## src/rtl/p2s_lane_tx.sv

```systemverilog
// Four-lane parallel-to-serial transmitter: one 32-bit word is accepted per handshake
// and shifted out one bit per lane per clock, with a one-word pending buffer for streaming.
module p2s_lane_tx #(
  parameter int   LANES    = 4,
  parameter int   WIDTH    = 8,
  parameter logic IDLE_BIT = 1'b0
) (
  input  logic                   CLK,
  input  logic                   reset,
  input  logic                   ENB,
  input  logic                   DIR,
  input  logic [LANES*WIDTH-1:0] D_IN,
  input  logic                   VALID,
  output logic                   READY,
  output logic [LANES-1:0]       S_OUT,
  output logic                   FRAME,
  output logic                   BUSY
);

  localparam int            CW   = (WIDTH > 1) ? $clog2(WIDTH) : 1;
  localparam logic [CW-1:0] LAST = CW'(WIDTH - 1);

  logic [LANES*WIDTH-1:0] act_data, act_data_nxt, pend_data;
  logic                   act_valid, act_valid_nxt;
  logic                   act_dir, act_dir_nxt;
  logic                   pend_full, pend_full_nxt, pend_dir, pend_wr;
  logic [CW-1:0]          cnt, cnt_nxt;
  logic                   accept, last_bit;

  // Picks the current head bit of every lane's byte for the given bit order.
  function automatic logic [LANES-1:0] head_bits(input logic [LANES*WIDTH-1:0] data,
                                                 input logic dir, input logic [CW-1:0] c);
    logic [LANES-1:0] bits;
    int               idx;
    idx = dir ? int'(c) : (WIDTH - 1 - int'(c));
    for (int k = 0; k < LANES; k++) bits[k] = data[WIDTH*k + idx];
    return bits;
  endfunction

  assign READY    = ENB && !pend_full;
  assign accept   = VALID && READY;
  assign last_bit = act_valid && (cnt == LAST);

  always_comb begin
    // NOTE: every output of this block gets a default first so no path can infer a latch.
    act_valid_nxt = act_valid;
    act_data_nxt  = act_data;
    act_dir_nxt   = act_dir;
    cnt_nxt       = cnt;
    pend_full_nxt = pend_full;
    pend_wr       = 1'b0;
    if (!act_valid || last_bit) begin
      cnt_nxt = '0;
      if (pend_full) begin
        act_valid_nxt = 1'b1;
        act_data_nxt  = pend_data;
        act_dir_nxt   = pend_dir;
        pend_full_nxt = 1'b0;
      end else if (accept) begin
        act_valid_nxt = 1'b1;
        act_data_nxt  = D_IN;
        act_dir_nxt   = DIR;
      end else begin
        act_valid_nxt = 1'b0;
      end
    end else begin
      cnt_nxt = cnt + 1'b1;
      if (accept) begin
        pend_full_nxt = 1'b1;
        pend_wr       = 1'b1;
      end
    end
  end

  // Outputs are registered from next state so a loaded word shows its first bit right after the accepting edge.
  always_ff @(posedge CLK or posedge reset) begin
    if (reset) begin
      // NOTE: data registers are cleared too so a dropped word can never resurface after reset.
      act_valid <= 1'b0;
      act_data  <= '0;
      act_dir   <= 1'b0;
      cnt       <= '0;
      pend_full <= 1'b0;
      pend_data <= '0;
      pend_dir  <= 1'b0;
      S_OUT     <= {LANES{IDLE_BIT}};
      FRAME     <= 1'b0;
      BUSY      <= 1'b0;
    end else if (ENB) begin
      // NOTE: non-blocking assignments so every register samples pre-edge values.
      act_valid <= act_valid_nxt;
      act_data  <= act_data_nxt;
      act_dir   <= act_dir_nxt;
      cnt       <= cnt_nxt;
      pend_full <= pend_full_nxt;
      if (pend_wr) begin
        pend_data <= D_IN;
        pend_dir  <= DIR;
      end
      S_OUT <= act_valid_nxt ? head_bits(act_data_nxt, act_dir_nxt, cnt_nxt) : {LANES{IDLE_BIT}};
      FRAME <= act_valid_nxt && (cnt_nxt == '0);
      BUSY  <= act_valid_nxt;
    end
  end

endmodule

```

## config.mk

```make
export PLATFORM = sky130hd
export DESIGN_NAME = p2s_lane_tx
export DESIGN_NICKNAME = d
export VERILOG_FILES = /design/src/rtl/p2s_lane_tx.sv
export SDC_FILE = /design/constraint.sdc
export NUM_CORES = 1
export LEC_CHECK = 0
export CAP_MARGIN = 20
export CORE_AREA = 2 2 108 110
export CTS_BUF_LIST = sky130_fd_sc_hd__clkbuf_8
export DETAILED_ROUTE_END_ITERATION = 6
export DIE_AREA = 0 0 110 112
export PLACE_DENSITY = 0.57
export SYNTH_ARGS = -nofsm -noshare
export SYNTH_HDL_FRONTEND = slang
export SYNTH_SLANG_ARGS = --single-unit
```

## constraint.sdc

```tcl
create_clock -name CLK -period 4.9 [get_ports CLK]
set_input_delay 0.735 -clock CLK [delete_from_list [all_inputs] [get_ports CLK]]
set_output_delay 0.735 -clock CLK [all_outputs]
set_load 0.01 [all_outputs]
```

# After elaboration in Yosys (flattened, before gate mapping)

Index checks and enable logic that the tools add are counted.
Widths: inputs -> output; s select.

Bits in registers: 76
Output and inout bits: 7

Add/sub/neg operators: 5
Equality and inequality tests: 1
Magnitude comparators: 4
Reduce and logical (&&, ||, !) cells: 11
Muxes and demuxes: 27

Operators with widths:

| kind                  | number |
|---|---|
| $lt 32x7->1 const B   | 4 |
| $mux 32               | 4 |
| $add 6x32->32 const A | 2 |
| $add 5x32->32 const A | 1 |
| $bmux 1 s5            | 4 |
| $mux 1                | 17 |
| $logic_and 1x1->1     | 4 |
| $mux 4                | 1 |
| $reduce_and 2->1      | 2 |
| $sub 3x3->4 const A   | 1 |
| $add 3x1->3 const B   | 1 |
| $eq 3x3->1 const B    | 1 |
| $logic_not 3->1       | 1 |
| $mux 3                | 1 |
| $logic_not 1->1       | 2 |
| $reduce_bool 2->1     | 1 |
| $logic_or 1x1->1      | 1 |

# Longest topological paths before layout

Gate-level depths: netlist of run 1.

Word-level depth: 12
Depth in mapped cells: 11
Mapped depth without buffers: 8

# Worst setup path before layout of run 1

No wires, ideal clock.

Path kind: flip-flop to flip-flop
From: register cnt[0]
To: register pend_data[0]
Stages on the path, launching flop included: 10
Data required time: 4.775 ns
Setup slack: 2.466 ns
Setup time: 0.125 ns
Arrival time: 2.309 ns
Period minus slack after synthesis: 2.434 ns
Cells stage by stage: dfrtp_1 > ha_1 > ha_1 > nand2b_4 > buf_4 > buf_6 > buf_2 > nor2_1 > buf_2 > mux2_2

Cells in the longest elaborated chain, start to end: 5

RTL lines:

| what                              | RTL line | text |
|---|---|---|
| start, declared                   | 27       | `logic [CW-1:0] cnt, cnt_nxt;` |
| start signal, assigned            | 94       | `cnt <= cnt_nxt;` |
| $eq 3x3->1                        | 42       | `assign last_bit = act_valid && (cnt == LAST);` |
| $logic_and 1x1->1                 | 42       |  |
| $logic_or 1x1->1                  | 52       | `if (!act_valid \|\| last_bit) begin` |
| $mux 1                            | 52       |  |
| $reduce_and 2->1 (no source line) | -        |  |
| end signal, assigned              | 84       | `pend_data <= '0;` |
| end signal, assigned              | 97       | `pend_data <= D_IN;` |
| end, declared                     | 23       | `logic [LANES*WIDTH-1:0] act_data, act_data_nxt, pend_data;` |

Every way passes these cells.
A chain may end at the register's enable or synchronous reset.

# Worst setup path after layout of run 1

From: register cnt[0]
To: register S_OUT[0]

Cells in the longest elaborated chain, start to end: 10

RTL lines:

| what                                                                | RTL line | text |
|---|---|---|
| parallel branches: the longest is 9 deep, another holds $sub 3x3->4 | -        |  |
| $mux 4 *                                                            | 100      | `S_OUT <= act_valid_nxt ? head_bits(act_data_nxt, act_dir_nxt, cnt_nxt) : {LANES{IDLE_BIT}};` |
| end signal, assigned                                                | 86       | `S_OUT <= {LANES{IDLE_BIT}};` |
| end signal, assigned                                                | 100      |  |
| end, declared                                                       | 15       | `output logic [LANES-1:0] S_OUT,` |

Every way passes the cells marked *. The select of a mux whose other input is x is not followed.

==> impl_metrics.yaml, run 1 <==
outcome:
  status: "completed"
synthesis:
  synth_most_common_cell: "dfrtp_1"
  netlist-cell-type-count: 55
  synth_edf_count: 0
  syn_nets: 456
  synthArstFlopShare: 1.00
  synth_area_um2: 4390
  seq_area_frac_synth: 0.433
  synth-seq-cells: 76
  yosys.area.top_type: "dfrtp_1"
  synth_cells: 417
  yosys_warnings: 0
  yosys_most_used_dff: "dfrtp_1"
  yosys.area.top_type_share: 0.433
  synth_common_cells: "dfrtp_1 (76), mux2_2 (64), nand3_1 (25), nand2_1 (21), nor3_1 (18)"
  synthTopCellsByArea: "dfrtp_1 (43%), mux2_2 (16%), nand3_1 (2.8%), nor2b_1 (2.1%), nor3_1 (2.1%)"
  avgSynthCellArea_um2: 10.5
sta:
  fin_crit_sh: 0.756
  tightest_slew_ps: 773
  fin_setup_tns_ps: 0
  maxSlewViolCount: 0
  finalHoldViolations: 0
  skew_ps: 18.8
  setup_slack_ps: 1190
  max-slew-margin-rel: 0.484
  timing.fmax_mhz: 270
  rsz0062_at_grt: "no"
  period_needed_ps: 3710
  hold_ws_ps: 497
  setup_violations: 0
worst_setup_path:
  required_ps: 5120
  crit_path_frequent_cell: "ha_1"
  arrival_ps: 3930
  cp_max_fo: 56
  slowest_delay_ps: 680
  reg2regPathDepth: 8
  worst_setup_path_start_kind: "flip-flop"
  crit_type: "reg2reg"
  slowest_stage: "nand2b_4"
  path_cells: "ha_1, ha_1, nand2b_4, o2111ai_4, a21oi_4, nor2b_1, a2111oi_1, o32ai_1"
  critPathCaptureType: "flip-flop"
finish:
  nets: 482
  num_antenna_cells: 0
  final_area_um2: 5050
  syn2layout_area_growth_pct: 14.9
  drive_above_1_share: 0.229
drt:
  wl_per_cell_um: 19.4
  drt_iter0_markers: 159
  viasPerCell: 5.93
  ant_nets: 0
  first_pass_iters: 4
  routed_wl_um: 11400
  vias: 3495
  drcViolationCount: 0
clock_tree:
  cts_post_setup_buffers_inserted: 0
  hold_buffers: 0
  cts_resized: 0
  clk_pin_slew_ps: 90
  cts_tree: "yes"
  cts-htree-levels: 3
  clock_sinks: 76
  cts.path.max_buffers: 2
  root_buffer: "clkbuf_8"
  insertion_delay_ps: 360
  cts_buffers: 9
die:
  ios: 44
  fp-row-count: 39
  chipHeight_um: 112
  die_x_um: 110
  start_util: 0.393
  die_area_um2: 12300
  core_um2: 11200
pwr:
  ir_drop_uv: 172
  total_leakage_power_nw: 2.01
  powerDensity_nw_per_um2: 543
run:
  max_cap_violations: 0
global_route:
  grt_pass1_wl_um: 18600
  antenna_found_initial: 0
  grt_max_degree: 57
  grt_overflow: 0
  grt_use_total: 0.198
  grt_pass1_vias: 3552
min_path:
  hold_depth: 2
  min_path_type: "reg2reg"
place:
  dp_hpwl_um: 7420
  portBuffers: 43
  place_congestion: 0.858
  pre_cts_ws_ps: 1190
  dpl_cell_area_um2: 4890
## final timing paths
| kind | slack (ps) | start | end |
|---|---|---|---|
| worst max-delay path | 1190 | cnt[0] | S_OUT[0] |
| worst min-delay path | 500 | act_data[24] | act_data[24] |
| max in group asynchronous | 3000 | reset | cnt[0] |
| min in group asynchronous | 830 | reset | act_valid |
| worst min register to register | 500 | act_data[24] | act_data[24] |
| worst max register to register | 1190 | cnt[0] | S_OUT[0] |
## critical path: cells and delay by family, from the launching register on
kind                       cells  cell delay (ps)
AOI/OAI and AO/OA              4             1610
and+or+nand+nor                2              780
adders and majority gates      2              700
DFF                            1              460
## area by class of cell
| class | count | area [um2] |
|---|---|---|
| clock buffers | 10 | 138 |
| clock inverters | 4 | 20.0 |
| fillers | 1045 | 6130 |
| inverters | 5 | 18.8 |
| multi-input cells | 299 | 2270 |
| flip-flops and latches | 76 | 1900 |
| well taps | 143 | 179 |
| repair buffers | 52 | 518 |
## flip-flops by register name, indices dropped and copies added, names as in the netlist
name and flops:
pend_dir 1, pend_data 32, act_dir 1, cnt 3, pend_full 1, S_OUT 4
act_data 32, FRAME 1, act_valid 1
## where the power goes
group	switching (mW)	internal, mW	total [mW]
registers	0.183	0.898	1.08
clock network	0.227	0.188	0.414
logic	0.619	0.627	1.25
## metal layers
| layer | routed length [um] | track usage |
|---|---|---|
| met5 | 0 | 0 |
| met4 | 250 | 0.0785 |
| met3 | 536 | 0.0310 |
| met2 | 5310 | 0.302 |
| met1 | 5300 | 0.279 |
## cell families after synthesis
kind of cell | after synthesis | share of synthesized area
xor+xnor | 1 | 0.00199
mux | 68 | 0.176
compound gates | 95 | 0.161
buf+inv | 42 | 0.0512
simple gates | 133 | 0.171
fa+ha+maj | 2 | 0.00569
flops | 76 | 0.433
## per-stage QoR
| stage | utilization | power, mW | cells |
|---|---|---|---|
| 6_report | 0.452 | 2.74 | 589 |
| 5_1_grt | 0.452 | 2.94 | 589 |
| 4_1_cts | 0.452 | 2.76 | 589 |
| 3_5_place_dp | 0.438 | 2.34 | 575 |
| 3_3_place_gp | 0.435 | 2.29 | 574 |
| 2_1_floorplan | - | 2.01 | 417 |
## placed cells by master (no fill, tap or decap), types with 5 or more instances in the layout
| cell type | instances |
|---|---|
| dfrtp_1 | 76 |
| mux2_2 | 64 |
| clkdlybuf4s50_1 | 43 |
| nand3_1 | 25 |
| nand2_1 | 21 |
| nor3_1 | 18 |
| nor2b_1 | 14 |
| o22ai_1 | 14 |
| nand4_1 | 14 |
| a31oi_1 | 12 |
| a21oi_1 | 12 |
| nor2_1 | 10 |
| clkbuf_8 | 10 |
| o21ai_0 | 9 |
| and3b_1 | 9 |
| buf_4 | 8 |
| a21o_1 | 7 |
| o21a_1 | 6 |
| a32oi_1 | 6 |
| and2_1 | 5 |
| inv_1 | 5 |
| nor3b_1 | 5 |
No activity file was read; power rests on OpenSTA's default activity.
==> inputs of run 2 (changes only) <==
==> constraint.sdc (replaced) <==
create_clock -name CLK -period 3.77 [get_ports CLK]
set_input_delay 0.5655 -clock CLK [delete_from_list [all_inputs] [get_ports CLK]]
set_output_delay 0.5655 -clock CLK [all_outputs]
set_load 0.01 [all_outputs]
==> impl_metrics.yaml, run 2 (synthesized netlist as in run 1, its figures left out) <==
sta:
  fin_setup_tns_ps: 0
  finalHoldViolations: 0
  tightest_slew_ps: 680
  fin_crit_sh: 0.758
  setup_slack_ps: 912
  skew_ps: 13.2
  setup_violations: 0
  maxSlewViolCount: 0
  max-slew-margin-rel: 0.545
  rsz0062_at_grt: "no"
  period_needed_ps: 2860
  timing.fmax_mhz: 350
finish:
  mostFrequentLayoutCells: "dfrtp_1 (76), mux2_2 (64), clkdlybuf4s50_1 (43), nand3_1 (25), nand2_1 (21)"
  drive_above_1_share: 0.252
  nets: 491
  num_antenna_cells: 0
  mostFrequentLayoutCell: "dfrtp_1"
  syn2layout_area_growth_pct: 18.0
  reg.largest.list: "act_data (32), pend_data (32), S_OUT (4)"
  nFillCells: 1069
  stdcell_count: 600
place:
  place_congestion: 0.853
  dpl.cell_count: 583
  dp_hpwl_um: 7900
  pre_cts_ws_ps: 754
  portBuffers: 43
clock_tree:
  insertion_delay_ps: 360
  cts_post_setup_buffers_inserted: 0
  hold_buffers: 0
  clock_sinks: 76
  cts_resized: 0
  root_buffer: "clkbuf_8"
  cts-htree-levels: 3
  cts.path.max_buffers: 2
  cts_buffers: 9
  clk_pin_slew_ps: 90
  cts_tree: "yes"
worst_setup_path:
  cp_max_fo: 14
  arrival_ps: 3090
  reg2regPathDepth: 8
  required_ps: 4010
  crit_type: "reg2reg"
  worst_setup_path_start_kind: "flip-flop"
  critPathCaptureType: "flip-flop"
die:
  ios: 44
  fp-row-count: 39
  core_um2: 11200
  start_util: 0.393
  die_x_um: 110
  die_area_um2: 12300
  chipHeight_um: 112
drt:
  drt_iter0_markers: 179
  drcViolationCount: 0
  ant_nets: 0
  first_pass_iters: 4
  routed_wl_um: 11600
  wl_per_cell_um: 19.3
  vias: 3467
  viasPerCell: 5.78
global_route:
  grt_use_total: 0.201
  grt_overflow: 0
  grt_max_degree: 48
  antenna_found_initial: 0
  grt_pass1_vias: 3598
  grt_pass1_wl_um: 18900
pwr:
  powerDensity_nw_per_um2: 729
  total_leakage_power_nw: 2.09
  fin_total_pwr_mw: 3.78
  ir_drop_uv: 255
run:
  max_cap_violations: 0
outcome:
  status: "completed"
min_path:
  min_path_type: "in2async"
[run 2: metrics by stage]
stage          area, um2  hold slack, ps  utilization
5_1_grt             5190             516        0.464
4_1_cts             5170             513        0.462
6_report            5190             505        0.464
3_5_place_dp        4940             480        0.442
3_3_place_gp        4940             469        0.442
2_1_floorplan       4390             453            -
[run 2: critical path, cell delays in order (launching register included)]
cell and delay [ps]:
dfrtp_1 450, ha_1 230, ha_1 280, nor2b_2 580, buf_4 330, nand3_1 120
mux2_4 320, o32ai_1 300, o41ai_1 120
[run 2: routing by layer]
metal  routed length (um)  track usage
met5                    0            0
met4                  214       0.0751
met3                  520       0.0416
met2                 5420        0.305
met1                 5420        0.281
[run 2: layout make-up]
cell class / instances / area [um2] / share of cell area
inverters: 5 / 18.8 / 0.00362
repair buffers: 61 / 591 / 0.114
well taps: 143 / 179 / 0.0345
clock inverters: 6 / 86.3 / 0.0166
clock buffers: 10 / 138 / 0.0265
multi-input cells: 299 / 2270 / 0.438
flip-flops and latches: 76 / 1900 / 0.367
[run 2: report_power, final]
part	switching [mW]	internal [mW]
clock	0.321	0.391
sequential	0.253	1.17
combinational	0.806	0.842
[run 2: final timing paths]
check                                endpoint  slack (ps)   start
worst max-delay path                 S_OUT[2]         910  cnt[0]
worst min register to register          FRAME         510   FRAME
worst min-delay path            pend_data[14]         510   reset
min in group CLK                        FRAME         510   FRAME
max in group asynchronous       pend_data[17]        2440   reset
worst max register to register       S_OUT[2]         910  cnt[0]
==> inputs of run 3 (changes only) <==
==> constraint.sdc (replaced) <==
create_clock -name CLK -period 2.66 [get_ports CLK]
set_input_delay 0.399 -clock CLK [delete_from_list [all_inputs] [get_ports CLK]]
set_output_delay 0.399 -clock CLK [all_outputs]
set_load 0.01 [all_outputs]
==> impl_metrics.yaml, run 3 (synthesized netlist as in run 1, its figures left out) <==
sta:
  fin_setup_tns_ps: 0
  finalHoldViolations: 0
  timing.fmax_mhz: 397
  maxSlewViolCount: 0
  period_needed_ps: 2520
  rsz0062_at_grt: "no"
  max-slew-margin-rel: 0.722
  fin_crit_sh: 0.946
  setup_violations: 0
  skew_ps: 12.4
  tightest_slew_ps: 407
worst_setup_path:
  critPathCaptureType: "flip-flop"
  arrival_ps: 2790
  slowest_delay_ps: 390
  crit_family: "compound AO/OA/AOI/OAI gates"
  r2r-start: "cnt[0]"
  crit_type: "reg2reg"
  crit_path_frequent_cell: "ha_1"
  required_ps: 2930
  r2r-end: "S_OUT[3]"
  r2r_setup_slack_ps: 140
  path_cells: "ha_1, ha_1, nand2b_4, buf_4, a211oi_1, a22oi_2, mux2_2, o21ai_0, o41ai_2"
  crit_buf_inv: 1
  reg2regPathDepth: 9
  cp_max_fo: 25
  cp.depth: 9
  worst_setup_path_start_kind: "flip-flop"
  slowest_stage: "dfrtp_1"
run:
  max_cap_violations: 0
drt:
  vias: 3448
  wl_per_cell_um: 18.8
  first_pass_iters: 4
  ant_nets: 0
  drt_iter0_markers: 122
  viasPerCell: 5.66
  drcViolationCount: 0
  routed_wl_um: 11400
die:
  chipHeight_um: 112
  ios: 44
  core_um2: 11200
  start_util: 0.393
  die_area_um2: 12300
  die_x_um: 110
  fp-row-count: 39
global_route:
  grt_overflow: 0
  grt_max_degree: 77
  grt_use_total: 0.201
  antenna_found_initial: 0
  grt_pass1_wl_um: 18900
  grt_pass1_vias: 3678
finish:
  reg.largest.list: "act_data (32), pend_data (32), S_OUT (4)"
  syn2layout_area_growth_pct: 20.3
  num_antenna_cells: 0
  nets: 500
  mostFrequentLayoutCells: "dfrtp_1 (76), mux2_2 (64), clkdlybuf4s50_1 (43), nand3_1 (25), buf_4 (22)"
  mostFrequentLayoutCell: "dfrtp_1"
  drive_above_1_share: 0.262
pwr:
  powerDensity_nw_per_um2: 1010
  fin_total_pwr_mw: 5.34
  total_leakage_power_nw: 2.14
  ir_drop_uv: 500
clock_tree:
  cts_tree: "yes"
  insertion_delay_ps: 370
  root_buffer: "clkbuf_8"
  cts-htree-levels: 3
  cts.path.max_buffers: 2
  hold_buffers: 0
  clk_pin_slew_ps: 80
  clock_sinks: 76
  cts_buffers: 9
place:
  dp_hpwl_um: 7880
  portBuffers: 43
  place_congestion: 0.866
min_path:
  min_path_type: "in2async"
outcome:
  status: "completed"
==> run 3: layout make-up <==
cell class	count	area (um2)
multi-input combinational	299	2290
clock buffer	11	151
clock inverter	5	52.6
sequential	76	1900
timing repair buffer	70	696
inverter	5	18.8
fill	1037	5890
tap	143	179
==> run 3: through the flow <==
| stage | instance area (um2) | worst slack, ps | hold slack [ps] | utilization | std cells |
|---|---|---|---|---|---|
| 3_3_place_gp | 5070 | 129 | 477 | 0.453 | 593 |
| 6_report | 5290 | 144 | 428 | 0.473 | 609 |
| 3_5_place_dp | 5070 | 28.4 | 475 | 0.453 | 593 |
| 2_1_floorplan | 4390 | 226 | 453 | - | 417 |
| 5_1_grt | 5290 | 22.1 | 481 | 0.473 | 609 |
| 4_1_cts | 5280 | 93.6 | 439 | 0.472 | 609 |
==> run 3: repair_timing <==
item	CTS	global route
pin swaps	0	1
resized for setup	1	2
buffers inserted	0	0
endpoints found under the setup margin	1	1
==> run 3: worst max path at each step <==
| stage | slack [ps] | startpoint | endpoint |
|---|---|---|---|
| 2_1_floorplan | 230 | cnt[0] | pend_data[0] |
| 3_3_place_gp | 130 | cnt[0] | S_OUT[1] |
| 3_5_place_dp | 30 | VALID | S_OUT[1] |
| 4_1_cts | 90 | cnt[0] | S_OUT[1] |
| 5_1_grt | 20 | cnt[0] | S_OUT[1] |
| 6_report | 140 | cnt[0] | S_OUT[3] |
==> run 3: power by group <==
group | leakage, nW | internal (mW) | total [mW] | switching [mW]
Clock | 0.104 | 0.478 | 0.913 | 0.436
Sequential | 0.906 | 1.65 | 1.98 | 0.324
Combinational | 1.13 | 1.26 | 2.44 | 1.18
==> run 3: per-layer routing <==
| layer | up-vias | wire length, um | track usage |
|---|---|---|---|
| met4 | 0 | 165 | 0.0624 |
| met2 | 91 | 5500 | 0.322 |
| li1 | 1654 | - | - |
| met3 | 13 | 582 | 0.0521 |
| met1 | 1690 | 5200 | 0.265 |
| met5 | - | 0 | 0 |
==> run 3: worst reg2reg max path: stages (launching register included) <==
cell and delay, ps:
dfrtp_1 390, ha_1 200, ha_1 240, nand2b_4 230, buf_4 270, a211oi_1 290
a22oi_2 120, mux2_2 250, o21ai_0 90, o41ai_2 350
